`src/rtl/vga_scanout.sv`:
```
// vga_scanout: VGA timing generator and frame-buffer scan-out.
// Walks a raster of H_TOTAL x V_TOTAL pixel clocks. It issues frame-buffer
// read addresses for the visible area and drives sync and video to the DAC
// through a two-stage pipeline. It also pulses swap once per frame, on the
// first vertical-blanking line.
//
// Ports
//   clk        in   pixel clock; all state changes on its rising edge
//   rst_n      in   synchronous active-low reset
//   read_addr  out  frame-buffer read address (ADDR_WIDTH)
//   read_data  in   frame-buffer pixel, valid one cycle after read_addr
//   swap       out  one-cycle pulse to the frame-buffer swap input
//   hsync      out  horizontal sync, active low
//   vsync      out  vertical sync, active low
//   video      out  pixel to the DAC, 0 outside the active area
module vga_scanout #(
    parameter int unsigned HOR_ACTIVE_PIXELS = 640,
    parameter int unsigned VER_ACTIVE_PIXELS = 480,
    parameter int unsigned HOR_FRONT_PORCH   = 16,
    parameter int unsigned HOR_SYNC          = 96,
    parameter int unsigned HOR_BACK_PORCH    = 48,
    parameter int unsigned VER_FRONT_PORCH   = 10,
    parameter int unsigned VER_SYNC          = 2,
    parameter int unsigned VER_BACK_PORCH    = 33,
    localparam int unsigned ADDR_WIDTH       = $clog2(HOR_ACTIVE_PIXELS * VER_ACTIVE_PIXELS)
) (
    input  logic                  clk,
    input  logic                  rst_n,
    output logic [ADDR_WIDTH-1:0] read_addr,
    input  logic                  read_data,
    output logic                  swap,
    output logic                  hsync,
    output logic                  vsync,
    output logic                  video
);

    localparam int unsigned H_TOTAL = HOR_ACTIVE_PIXELS + HOR_FRONT_PORCH + HOR_SYNC + HOR_BACK_PORCH;
    localparam int unsigned V_TOTAL = VER_ACTIVE_PIXELS + VER_FRONT_PORCH + VER_SYNC + VER_BACK_PORCH;
    localparam int unsigned HW      = $clog2(H_TOTAL);
    localparam int unsigned VW      = $clog2(V_TOTAL);

    localparam int unsigned H_SYNC_START = HOR_ACTIVE_PIXELS + HOR_FRONT_PORCH;
    localparam int unsigned H_SYNC_END   = H_SYNC_START + HOR_SYNC;
    localparam int unsigned V_SYNC_START = VER_ACTIVE_PIXELS + VER_FRONT_PORCH;
    localparam int unsigned V_SYNC_END   = V_SYNC_START + VER_SYNC;

    logic [HW-1:0] r_h;
    logic [VW-1:0] r_v;

    // Stage-1 copies of the per-position flags, aligned with read_data.
    logic          r_de_d1;
    logic          r_hs_d1;
    logic          r_vs_d1;

    logic          w_h_last;
    logic          w_v_last;
    logic          w_de;
    logic          w_hs_n;
    logic          w_vs_n;
    logic          w_last_px;
    logic          w_swap_next;

    // Position decode for the current (h, v).
    always_comb begin
        w_h_last    = 1'b0;
        w_v_last    = 1'b0;
        w_de        = 1'b0;
        w_hs_n      = 1'b1;
        w_vs_n      = 1'b1;
        w_last_px   = 1'b0;
        w_swap_next = 1'b0;

        w_h_last  = (r_h == HW'(H_TOTAL - 1));
        w_v_last  = (r_v == VW'(V_TOTAL - 1));
        w_de      = (r_h < HW'(HOR_ACTIVE_PIXELS)) && (r_v < VW'(VER_ACTIVE_PIXELS));
        w_hs_n    = !((r_h >= HW'(H_SYNC_START)) && (r_h < HW'(H_SYNC_END)));
        w_vs_n    = !((r_v >= VW'(V_SYNC_START)) && (r_v < VW'(V_SYNC_END)));
        w_last_px = (r_h == HW'(HOR_ACTIVE_PIXELS - 1)) && (r_v == VW'(VER_ACTIVE_PIXELS - 1));
        // Next position is (0, VER_ACTIVE_PIXELS): register swap so it is high there.
        w_swap_next = w_h_last && (r_v == VW'(VER_ACTIVE_PIXELS - 1));
    end

    // Raster counters, address counter and output pipeline.
    always_ff @(posedge clk) begin
        if (!rst_n) begin
            r_h       <= '0;
            r_v       <= '0;
            read_addr <= '0;
            swap      <= 1'b0;
            r_de_d1   <= 1'b0;
            r_hs_d1   <= 1'b1;
            r_vs_d1   <= 1'b1;
            video     <= 1'b0;
            hsync     <= 1'b1;
            vsync     <= 1'b1;
        end else begin
            r_h <= w_h_last ? '0 : r_h + HW'(1);
            if (w_h_last) begin
                r_v <= w_v_last ? '0 : r_v + VW'(1);
            end

            // Incrementing past the end of a line lands on the next line's
            // first address, so the value simply holds through h-blanking.
            if (w_last_px) begin
                read_addr <= '0;
            end else if (w_de) begin
                read_addr <= read_addr + ADDR_WIDTH'(1);
            end

            swap <= w_swap_next;

            r_de_d1 <= w_de;
            r_hs_d1 <= w_hs_n;
            r_vs_d1 <= w_vs_n;

            video <= r_de_d1 & read_data;
            hsync <= r_hs_d1;
            vsync <= r_vs_d1;
        end
    end

endmodule
```
`config.mk`:
```
export PLATFORM = sky130hd
export DESIGN_NAME = vga_scanout
export DESIGN_NICKNAME = d
export VERILOG_FILES = /design/src/rtl/vga_scanout.sv
export SDC_FILE = /design/constraint.sdc
export NUM_CORES = 1
export LEC_CHECK = 0
export CORE_UTILIZATION = 40
export CTS_CLUSTER_SIZE = 16
export DETAILED_ROUTE_END_ITERATION = 8
export HOLD_SLACK_MARGIN = 0.15
export PLACE_DENSITY_LB_ADDON = 0.12
export SYNTH_ARGS = -nofsm -noshare
export SYNTH_HDL_FRONTEND = slang
export SYNTH_SLANG_ARGS = --single-unit
```
`constraint.sdc`:
```
create_clock -name clk -period 2.55 [get_ports clk]
set_clock_uncertainty 0.05 [all_clocks]
set_input_delay 0.6375 -clock clk [delete_from_list [all_inputs] [get_ports clk]]
set_output_delay 0.6375 -clock clk [all_outputs]
set_load 0.03 [all_outputs]
```
# Word level (Yosys, flattened, before mapping)
# Cells that the tools add are included.
# totals
regBits	46
latchBits	0
mem_bits_rw	0
romBits	0
inputBits	3
output_inout_bits	23
n_memories	0
# classes
addsub	3
multipliers	0
n_div	0
n_lt_le_gt_ge	6
n_eq_ne	4
shifts	0
mux	1
bitwise	2
reduce_logical	9
# ops
cell	n
$eq A10 B10 Y1 const B	3
$add A10 B1 Y10 const B	2
$lt A10 B10 Y1 const B	2
$lt A10 B9 Y1 const B	2
$add A19 B1 Y19 const B	1
$eq A10 B9 Y1 const B	1
$ge A10 B10 Y1 const B	1
$ge A10 B9 Y1 const B	1
$mux W10	1
$logic_and A1 B1 Y1	5
$reduce_or A2 Y1	2
$logic_not A1 Y1	2
$and A1 B1 Y1	1
$not A1 Y1	1

# Logic depth before layout (Yosys ltp)
# Gate-level depths: netlist of the first run.
# logic_depth
word_depth	3
mapped_depth	6

# Least setup slack after synthesis of the first run
# Ideal clock, no wire load.
# synth_path
path_type	register to register
startpoint	register r_h[0]
endpoint	register read_addr[6]
setup_ps	125
arrival_time_ps	1731
path_slack_ps	644
stages_incl_launch_ff	7
n_path_buf	1
cell_sequence	dfxtp_1 ha_1 nand4_4 or4_4 o21ai_4 buf_6 a21oi_1
# synth_between
elab_chain_cells	3
elab_cells_between_ends	5
# synth_lines
element	line_no	source
from (decl)	47	logic [HW-1:0] r_h;
from (signal assigned)	97	r_h <= w_h_last ? '0 : r_h + HW'(1);
branches (longest 3 deep; another with $lt A10 B10 Y1)	n/a	
to (signal assigned)	107	read_addr <= read_addr + ADDR_WIDTH'(1);
to (decl)	29	output logic [ADDR_WIDTH-1:0] read_addr,
# Several ways; the timed one is not identified.
# A chain may end at the register's enable or synchronous reset.

# Worst setup path in the final report of the first run
# layout_path
startpoint	register r_h[7]
endpoint	register read_addr[15]
# Same word-level chain as after synthesis.

==> results of run 1 <==
-- sequential cells by signal, summed over array words and instances (netlist names) --
register / flops
vsync: 1
r_v: 10
r_h: 10
hsync: 1
r_hs_d1: 1
video: 1
r_vs_d1: 1
read_addr: 19
r_de_d1: 1
swap: 1
-- cells in the final DEF, fill, tap and decap left out, drive strengths merged, types with 8 or more instances in the layout --
master and instances:
dfxtp 46, a21oi 20, nand3 15, or3 15, xnor2 11, nor2 20
o21ai 16, or4 8, nand4 10, nand2 14, inv 11, clkdlybuf4s50 25
-- worst max-delay path by stage --
| stage | from | end | slack [ps] | cells after the start |
|---|---|---|---|---|
| 6_report | r_h[7] | read_addr[15] | 370 | 4 |
| 5_1_grt | r_h[7] | read_addr[15] | 130 | 4 |
| 4_1_cts | r_h[7] | read_addr[16] | 370 | 4 |
| 3_5_place_dp | r_h[7] | read_addr[16] | 390 | 4 |
| 3_3_place_gp | r_h[7] | read_addr[16] | 410 | 4 |
| 2_1_floorplan | r_h[0] | read_addr[6] | 640 | 6 |
-- worst register-to-register path, stage by stage, from the launching register on --
cell and delay, ps:
dfxtp_1 420, o21ai_0 450, nand4_1 450, or4_1 600, a21oi_1 150
-- stage by stage --
step	std cells	setup slack [ps]	hold slack [ps]
after floorplan	240	644.2	336.3
after global placement	328	408.3	340.7
final	336	373.9	369.0
after CTS	336	374.4	372.4
after global routing	336	132.2	398.0
after detailed placement	328	388.6	351.7
-- kinds of logic (layout without fill, tap and decap cells) --
group                      after synthesis  count (layout)
AOI/OAI and AO/OA                       42              42
adders and majority gates                5               5
buffers and inverters                   18              44
DFF                                     46              46
and+or+nand+nor                        112             112
xor gates and xnor gates                17              17
-- routing by layer --
layer  vias to the layer above  share of wire, %  track usage (%)
met5                         -                 0                0
met4                         0              0.63            5.031
met3                         2               3.3            4.016
met2                        31                46            26.23
met1                       836                50            23.83
li1                        920                 -                -
-- power breakdown --
group          switching (mW)  internal (mW)  leakage (nW)
clock network           0.245          0.294        0.0585
logic                  0.0333         0.0216         0.374
registers             0.00978          0.727         0.372
-- final cells by class --
type                    count  area [µm²]
clock inverters             3       43.79
repair buffers             26       257.7
multi-input cells         176        1125
clock buffers               5       68.82
fillers                   512        2599
flip-flops and latches     46       920.9
well taps                  70       87.58
inverters                  10       37.54
==> results_dict.tcl, run 1 <==
set metrics [dict create \
    htree_levels 2 \
    slowest_stage "or4_1" \
    clk_pin_slew_worst_paths_ps 90 \
    min_period_ps 2176 \
    crit_type "flop to flop" \
    finalSetupViolCount 0 \
    fin_area_mm2 0.002541 \
    crit_fanout 12 \
    pin_count 26 \
    drc_errors 0 \
    synth_fa_ha_area_share_pct 2.927 \
    ctsHoldBuffers 0 \
    r2r-start "r_h[7]" \
    grt_antenna_before_repair 0 \
    gr-total-overflow 0 \
    cap_violations 0 \
    num_vias 1789 \
    synth_fp_nets 248 \
    final_util_pct 49.44 \
    area_delta_synth_final_pct 18.91 \
    worstRegToRegCells 4 \
    yosysMostFrequentCell "dfxtp_1" \
    hold_viol 0 \
    p_total_mw 1.330 \
    worst_ep_arrival_time_ps 2360 \
    clock_latency_ps 290 \
    drv_slew 0 \
    coreArea_mm2 0.005140 \
    numCtsBuffers 5 \
    ys_warn_count 0 \
    yosys-top-cells-area "dfxtp_1 43%, a21oi_1 4.7%, xnor2_1 4.5%" \
    critical_path.top_delay_family "simple AND/OR/NAND/NOR gates" \
    die_w_um 75.10 \
    worstHoldPathType "flop to flop" \
    relSlewSlack_pct 65.29 \
    diodes 0 \
    synth_edf_count 0 \
    synth_top_area_share_pct 43.09 \
    yosys-top-cells-count "46 x dfxtp_1, 20 x a21oi_1, 20 x nor2_1, 15 x nand3_1, 15 x or3_1" \
    placed_area_mm2 0.002429 \
    end_kind "flop" \
    cts_resized 0 \
    routedWlPerCell_um 12.81 \
    syn_area_mm2 0.002137 \
    grt_usage_pct 17.08 \
    hold_path_end "hsync" \
    wl_um 4305 \
    synth_top_family_by_area "simple AND/OR/NAND/NOR gates" \
    min_path_cells 1 \
    cts_setup_buffers 0 \
    gp_congestion 0.8258 \
    setup.worst_path.start_class "flop" \
    max_slew.worst_pin.slew_ps 518.7 \
    crit_buf_inv 0 \
    p_leak_nw 0.8047 \
    finalSetupTns_ps 0 \
    r2r_end "read_addr[15]" \
    row_count 26 \
    syn_inst 240 \
    drive_gt1_share_pct 6.767 \
    path_cells "o21ai_0, nand4_1, or4_1, a21oi_1" \
    status "finished clean" \
    synthSimpleGateAreaFrac_pct 31.44 \
    max_stage_delay_ps 600 \
    grt_pass1_wl_um 7320 \
    synth_cell_type_count 39 \
    fin_nets 273 \
    die_h_um 75.10 \
    cts-root-buf "clkbuf_8" \
    rsz0062_at_grt "false" \
    cp.required_ps 2730 \
    reg2reg_slack_ps 370 \
    dr.pass1.iters 4 \
    cts_tree "done" \
    initial_core_util_pct 41.58 \
    clock.fmax_mhz 459.5 \
    clock_sinks 46 \
    ant_nets 0 \
    clockBufferDepth 2 \
    async_flop_share_pct 0 \
    drt_iter0_drc 61 \
    power_density_mw_per_mm2 523.5 \
    period_share_pct 85.34 \
    grt_pass1_vias 1574 \
    yosysTopAreaCell "dfxtp_1" \
    synth-xor-area-share_pct 6.967 \
    synthMuxAreaShare_pct 0 \
    post-dp-hpwl_um 3077 \
    ys.flop_type "dfxtp_1" \
    holdCritStartpoint "r_hs_d1" \
    ir_drop_mv 0.4177 \
    seq_area_frac_synth_pct 43.09 \
    grt_max_degree 20 \
    synth.avg_cell_area_um2 8.904 \
    ys_seq_elements 46 \
    die_area_mm2 0.005639 \
    vias_per_cell 5.324 \
    port_buffers 25 \
    synth_compound_area_share_pct 11.30 \
]
Power figures use the tool's default switching activity.
==> run 2: changes to the inputs <==
--- a/config.mk
+++ b/config.mk
@@ -8,8 +8,11 @@
 export CORE_UTILIZATION = 40
 export CTS_CLUSTER_SIZE = 16
 export DETAILED_ROUTE_END_ITERATION = 8
+export DONT_BUFFER_PORTS = 1
+export GPL_TIMING_DRIVEN = 0
 export HOLD_SLACK_MARGIN = 0.15
 export PLACE_DENSITY_LB_ADDON = 0.12
+export SLEW_MARGIN = 20
 export SYNTH_ARGS = -nofsm -noshare
 export SYNTH_HDL_FRONTEND = slang
 export SYNTH_SLANG_ARGS = --single-unit
==> run 2 against run 1 <==
Effect of this change:
- register-to-register slack improved by 30 ps
- largest cell class unchanged
- cell area shrank 7.0%
- clock power is 20% higher
- setup slack better by 30 ps
- count of clock-buffer cells in the layout unchanged
==> results_dict.tcl, run 2 (same netlist as run 1, synthesis figures left out) <==
set metrics [dict create \
    status "finished clean" \
    period_share_pct 84.16 \
    grt_usage_pct 16.29 \
    die_area_mm2 0.005639 \
    drive_gt1_share_pct 8.871 \
    clock_latency_ps 300 \
    min_period_ps 2146 \
    row_count 26 \
    cts_resized 0 \
    fin_ws_ps 403.8 \
    end_kind "flop" \
    worstRegToRegCells 6 \
    vias_per_cell 5.459 \
    post-place-ws_ps 396.1 \
    ctsHoldBuffers 0 \
    biggestRegsByFlops "read_addr x19, r_h x10, r_v x10" \
    min_path_cells 1 \
    hold_viol 0 \
    holdCritStartpoint "r_hs_d1" \
    diodes 0 \
    gr-total-overflow 0 \
    finalSetupTns_ps 0 \
    grt_antenna_before_repair 0 \
    crit_start "r_h[0]" \
    numCtsBuffers 5 \
    critical_path.top_delay_family "simple AND/OR/NAND/NOR gates" \
    top_register "read_addr" \
    max_stage_delay_ps 560 \
    internal_power_mw 1.132 \
    grt_pass1_wl_um 6927 \
    largest_reg_flops 19 \
    grt_pass1_vias 1493 \
    power_density_mw_per_mm2 604.3 \
    clk_pin_slew_worst_paths_ps 90 \
    p_clk_share_pct 45.3 \
    cp.required_ps 2690 \
    drc_errors 0 \
    slowest_stage "or4_4" \
    ant_nets 0 \
    grt_max_degree 16 \
    layout_common_cells "46 x dfxtp_1, 20 x a21oi_1, 20 x nor2_1" \
    initial_core_util_pct 41.58 \
    coreArea_mm2 0.005140 \
    finalSetupViolCount 0 \
    drt_iter0_drc 77 \
    gp_congestion 0.7936 \
    htree_levels 2 \
    swShare_pct 20.67 \
    clock.fmax_mhz 465.9 \
    path_cells "ha_1, nand4_4, or4_4, o21ai_4, buf_6, a21oi_1" \
    worstHoldPathType "flop to flop" \
    drv_slew 0 \
    relSlewSlack_pct 61.58 \
    port_buffers 0 \
    dr.pass1.iters 4 \
    wl_um 4359 \
    cts-root-buf "clkbuf_8" \
    p_leak_nw 0.7514 \
    die_w_um 75.10 \
    switchingPower_uw 295.1 \
    pin_count 26 \
    worst_ep_arrival_time_ps 2290 \
    combinationalPowerShare_pct 2.4 \
    r2r-start "r_h[0]" \
    seq_power_share_pct 52.3 \
    clock_sinks 46 \
    cp_num_cells 6 \
    area_delta_synth_final_pct 10.54 \
    clockBufferDepth 2 \
    cap_violations 0 \
    cts_tree "done" \
    ir_drop_mv 0.2703 \
    rsz0062_at_grt "false" \
    crit_buf_inv 1 \
    setup.worst_path.start_class "flop" \
    crit_fanout 10 \
    fill_cells 535 \
    die_h_um 75.10 \
    num_vias 1736 \
    fin_nets 255 \
    cts_setup_buffers 0 \
    layout_commonest_cell "dfxtp_1" \
    routedWlPerCell_um 13.71 \
    max_slew.worst_pin.slew_ps 570.3 \
    post-dp-hpwl_um 3103 \
    crit_type "flop to flop" \
]
==> run 2: changes by cell type in the layout (fill, tap and decap cells not counted) <==
cell,previous run,this run
clkbuf_1,0,3
buf_2,0,1
bufinv_16,1,2
clkdlybuf4s50_1,25,0
clkinv_2,1,0
inv_6,1,0
clkinv_4,0,1
buf_4,1,2
buf_6,0,2
==> run 2: cell type report <==
| cell class | instances | area, µm² | share of cell area (%) |
|---|---|---|---|
| clock buffers | 5 | 68.82 | 2.913 |
| plain buffers | 8 | 53.80 | 2.278 |
| inverters | 10 | 37.54 | 1.589 |
| flip-flops and latches | 46 | 920.9 | 38.98 |
| well taps | 70 | 87.58 | 3.708 |
| clock inverters | 3 | 68.82 | 2.913 |
| multi-input cells | 176 | 1125 | 47.62 |
==> run 2: power by group through the flow <==
stage	combinational (mW)	clock [mW]	sequential [mW]
detailed placement	0.0348	0	0.764
finish	0.0338	0.647	0.747
CTS	0.0349	0.667	0.747
global placement	0.0355	0	0.764
global route	0.0384	0.699	0.749
floorplan	0.0270	0	0.761
==> run 2: final timing paths <==
kind / to / slack [ps]
setup reg to reg: read_addr[9] / 400
setup / recovery: read_addr[9] / 400
hold reg to reg: hsync / 360
hold / removal: hsync / 360
==> run 2: stage by stage <==
stage	instances	hold WS [ps]	instance area, µm²	total power [mW]	util (%)
final	318	362.5	2362	1.428	45.96
after global routing	318	392.5	2362	1.487	45.96
after CTS	318	359.3	2362	1.449	45.96
after detailed placement	310	344.1	2225	0.7989	43.28
after global placement	310	338.2	2225	0.7995	43.28
after floorplan	240	336.3	2137	0.7885	-
==> run 2: per-layer routing <==
metal  vias up  global-route usage (%)  share of wire (%)
met3         5                   4.418                4.5
li1        884                       -                  -
met4         0                   5.031                1.2
met2        32                   26.73                 46
met1       815                   20.87                 48
met5         -                       0                  0
==> run 3: changes to the inputs <==
==> constraint.sdc (replaced) <==
create_clock -name clk -period 2.25 [get_ports clk]
set_clock_uncertainty 0.05 [all_clocks]
set_input_delay 0.5625 -clock clk [delete_from_list [all_inputs] [get_ports clk]]
set_output_delay 0.5625 -clock clk [all_outputs]
set_load 0.03 [all_outputs]
==> run 3 against run 2 <==
Effect of this change:
- cell area rose by 0.11%
- routed wire length is 0.25% higher
- power increased by 13%
- sequential power is 13% higher
- combinational power rose by 14%
- hold slack got worse by 2.9 ps
- maximum frequency grew 1.2%
- via count rose by 0.35%
==> results_dict.tcl, run 3 (same netlist as run 1, synthesis figures left out) <==
set metrics [dict create \
    grt_antenna_before_repair 0 \
    layout_commonest_cell "dfxtp_1" \
    drt_iter0_drc 65 \
    clk_pin_slew_worst_paths_ps 90 \
    placed_area_mm2 0.002225 \
    clockBufferDepth 2 \
    internal_power_mw 1.284 \
    combinationalPowerShare_pct 2.4 \
    swShare_pct 20.69 \
    wl_um 4370 \
    p_leak_nw 0.7519 \
    gr-total-overflow 0 \
    relSlewSlack_pct 61.58 \
    grt_pass1_wl_um 6927 \
    diodes 0 \
    cts_tree "done" \
    row_count 26 \
    worst_ep_arrival_time_ps 2260 \
    cts-root-buf "clkbuf_8" \
    fin_nets 255 \
    initial_core_util_pct 41.58 \
    port_buffers 0 \
    coreArea_mm2 0.005140 \
    die_w_um 75.10 \
    top_register "read_addr" \
    clock_latency_ps 300 \
    hold_viol 0 \
    cap_violations 0 \
    crit_fanout 10 \
    area_delta_synth_final_pct 10.66 \
    period_share_pct 94.29 \
    p_clk_share_pct 45.3 \
    cp.required_ps 2390 \
    switchingPower_uw 335.1 \
    cts_resized 0 \
    die_h_um 75.10 \
    num_vias 1742 \
    p_total_mw 1.619 \
    largest_reg_flops 19 \
    finalSetupViolCount 0 \
    biggestRegsByFlops "read_addr x19, r_h x10, r_v x10" \
    fin_area_mm2 0.002365 \
    routedWlPerCell_um 13.74 \
    post-dp-hpwl_um 3103 \
    dr.pass1.iters 4 \
    seq_power_share_pct 52.3 \
    power_density_mw_per_mm2 684.8 \
    layout_common_cells "44 x dfxtp_1, 20 x a21oi_1, 20 x nor2_1" \
    drc_errors 0 \
    numCtsBuffers 5 \
    drive_gt1_share_pct 9.677 \
    crit_type "flop to flop" \
    htree_levels 2 \
    ctsHoldBuffers 0 \
    drv_slew 0 \
    status "finished clean" \
    worstHoldPathType "input pin to flop" \
    clock_sinks 46 \
    end_kind "flop" \
    rsz0062_at_grt "false" \
    cts_setup_buffers 0 \
    grt_usage_pct 16.29 \
    vias_per_cell 5.478 \
    ir_drop_mv 0.3063 \
    clock.fmax_mhz 471.4 \
    gp_congestion 0.7936 \
    min_period_ps 2122 \
    max_slew.worst_pin.slew_ps 570.3 \
    setup.worst_path.start_class "flop" \
    ant_nets 0 \
    die_area_mm2 0.005639 \
    grt_pass1_vias 1493 \
    grt_max_degree 16 \
    finalSetupTns_ps 0 \
    pin_count 26 \
]
[run 3: cell counts in the layout (fill, tap and decap cells not counted)]
Identical to the previous run, type by type.
[run 3: per-layer routing]
layer | GRT usage (%) | wire length, µm | vias up
met3 | 4.418 | 199 | 5
met5 | 0 | 0 | -
met4 | 5.031 | 52 | 0
met1 | 20.87 | 2087 | 818
met2 | 26.73 | 2031 | 37
li1 | - | - | 882
[run 3: stage by stage]
| stage | worst slack [ps] | hold slack, ps | instances | util, % |
|---|---|---|---|---|
| finish | 128.5 | 359.7 | 318 | 46.01 |
| detailed placement | 96.15 | 344.1 | 310 | 43.28 |
| global route | 10.49 | 362.0 | 318 | 46.01 |
| floorplan | 344.2 | 336.3 | 240 | - |
| global placement | 101.2 | 338.2 | 310 | 43.28 |
| CTS | 90.61 | 349.0 | 318 | 45.96 |
[run 3: cell type report]
type                    count  area, µm²
flip-flops and latches     46      923.4
multi-input cells         176       1125
clock buffers               5      68.82
clock inverters             3      68.82
well taps                  70      87.58
plain buffers               8      53.80
inverters                  10      37.54
fillers                   536       2775
[run 3: power groups by stage]
stage | clock network, mW | logic (mW) | registers (mW)
after detailed placement | 0 | 0.0395 | 0.866
after global placement | 0 | 0.0402 | 0.866
after floorplan | 0 | 0.0306 | 0.863
after CTS | 0.756 | 0.0395 | 0.847
final | 0.733 | 0.0384 | 0.847
after global routing | 0.793 | 0.0436 | 0.850
[run 3: path summary, 6_finish.rpt]
check | cells after the start | slack (ps) | startpoint | endpoint
hold reg to reg | 1 | 360 | r_hs_d1 | hsync
hold / removal | 1 | 360 | read_data | video
setup / recovery | 6 | 130 | r_h[0] | read_addr[9]
setup reg to reg | 6 | 130 | r_h[0] | read_addr[9]
[run 3: worst max-delay path: stages (launching register included)]
cell and delay (ps):
dfxtp_1 380, ha_1 280, nand4_4 160, or4_4 560
o21ai_4 320, buf_6 200, a21oi_1 50
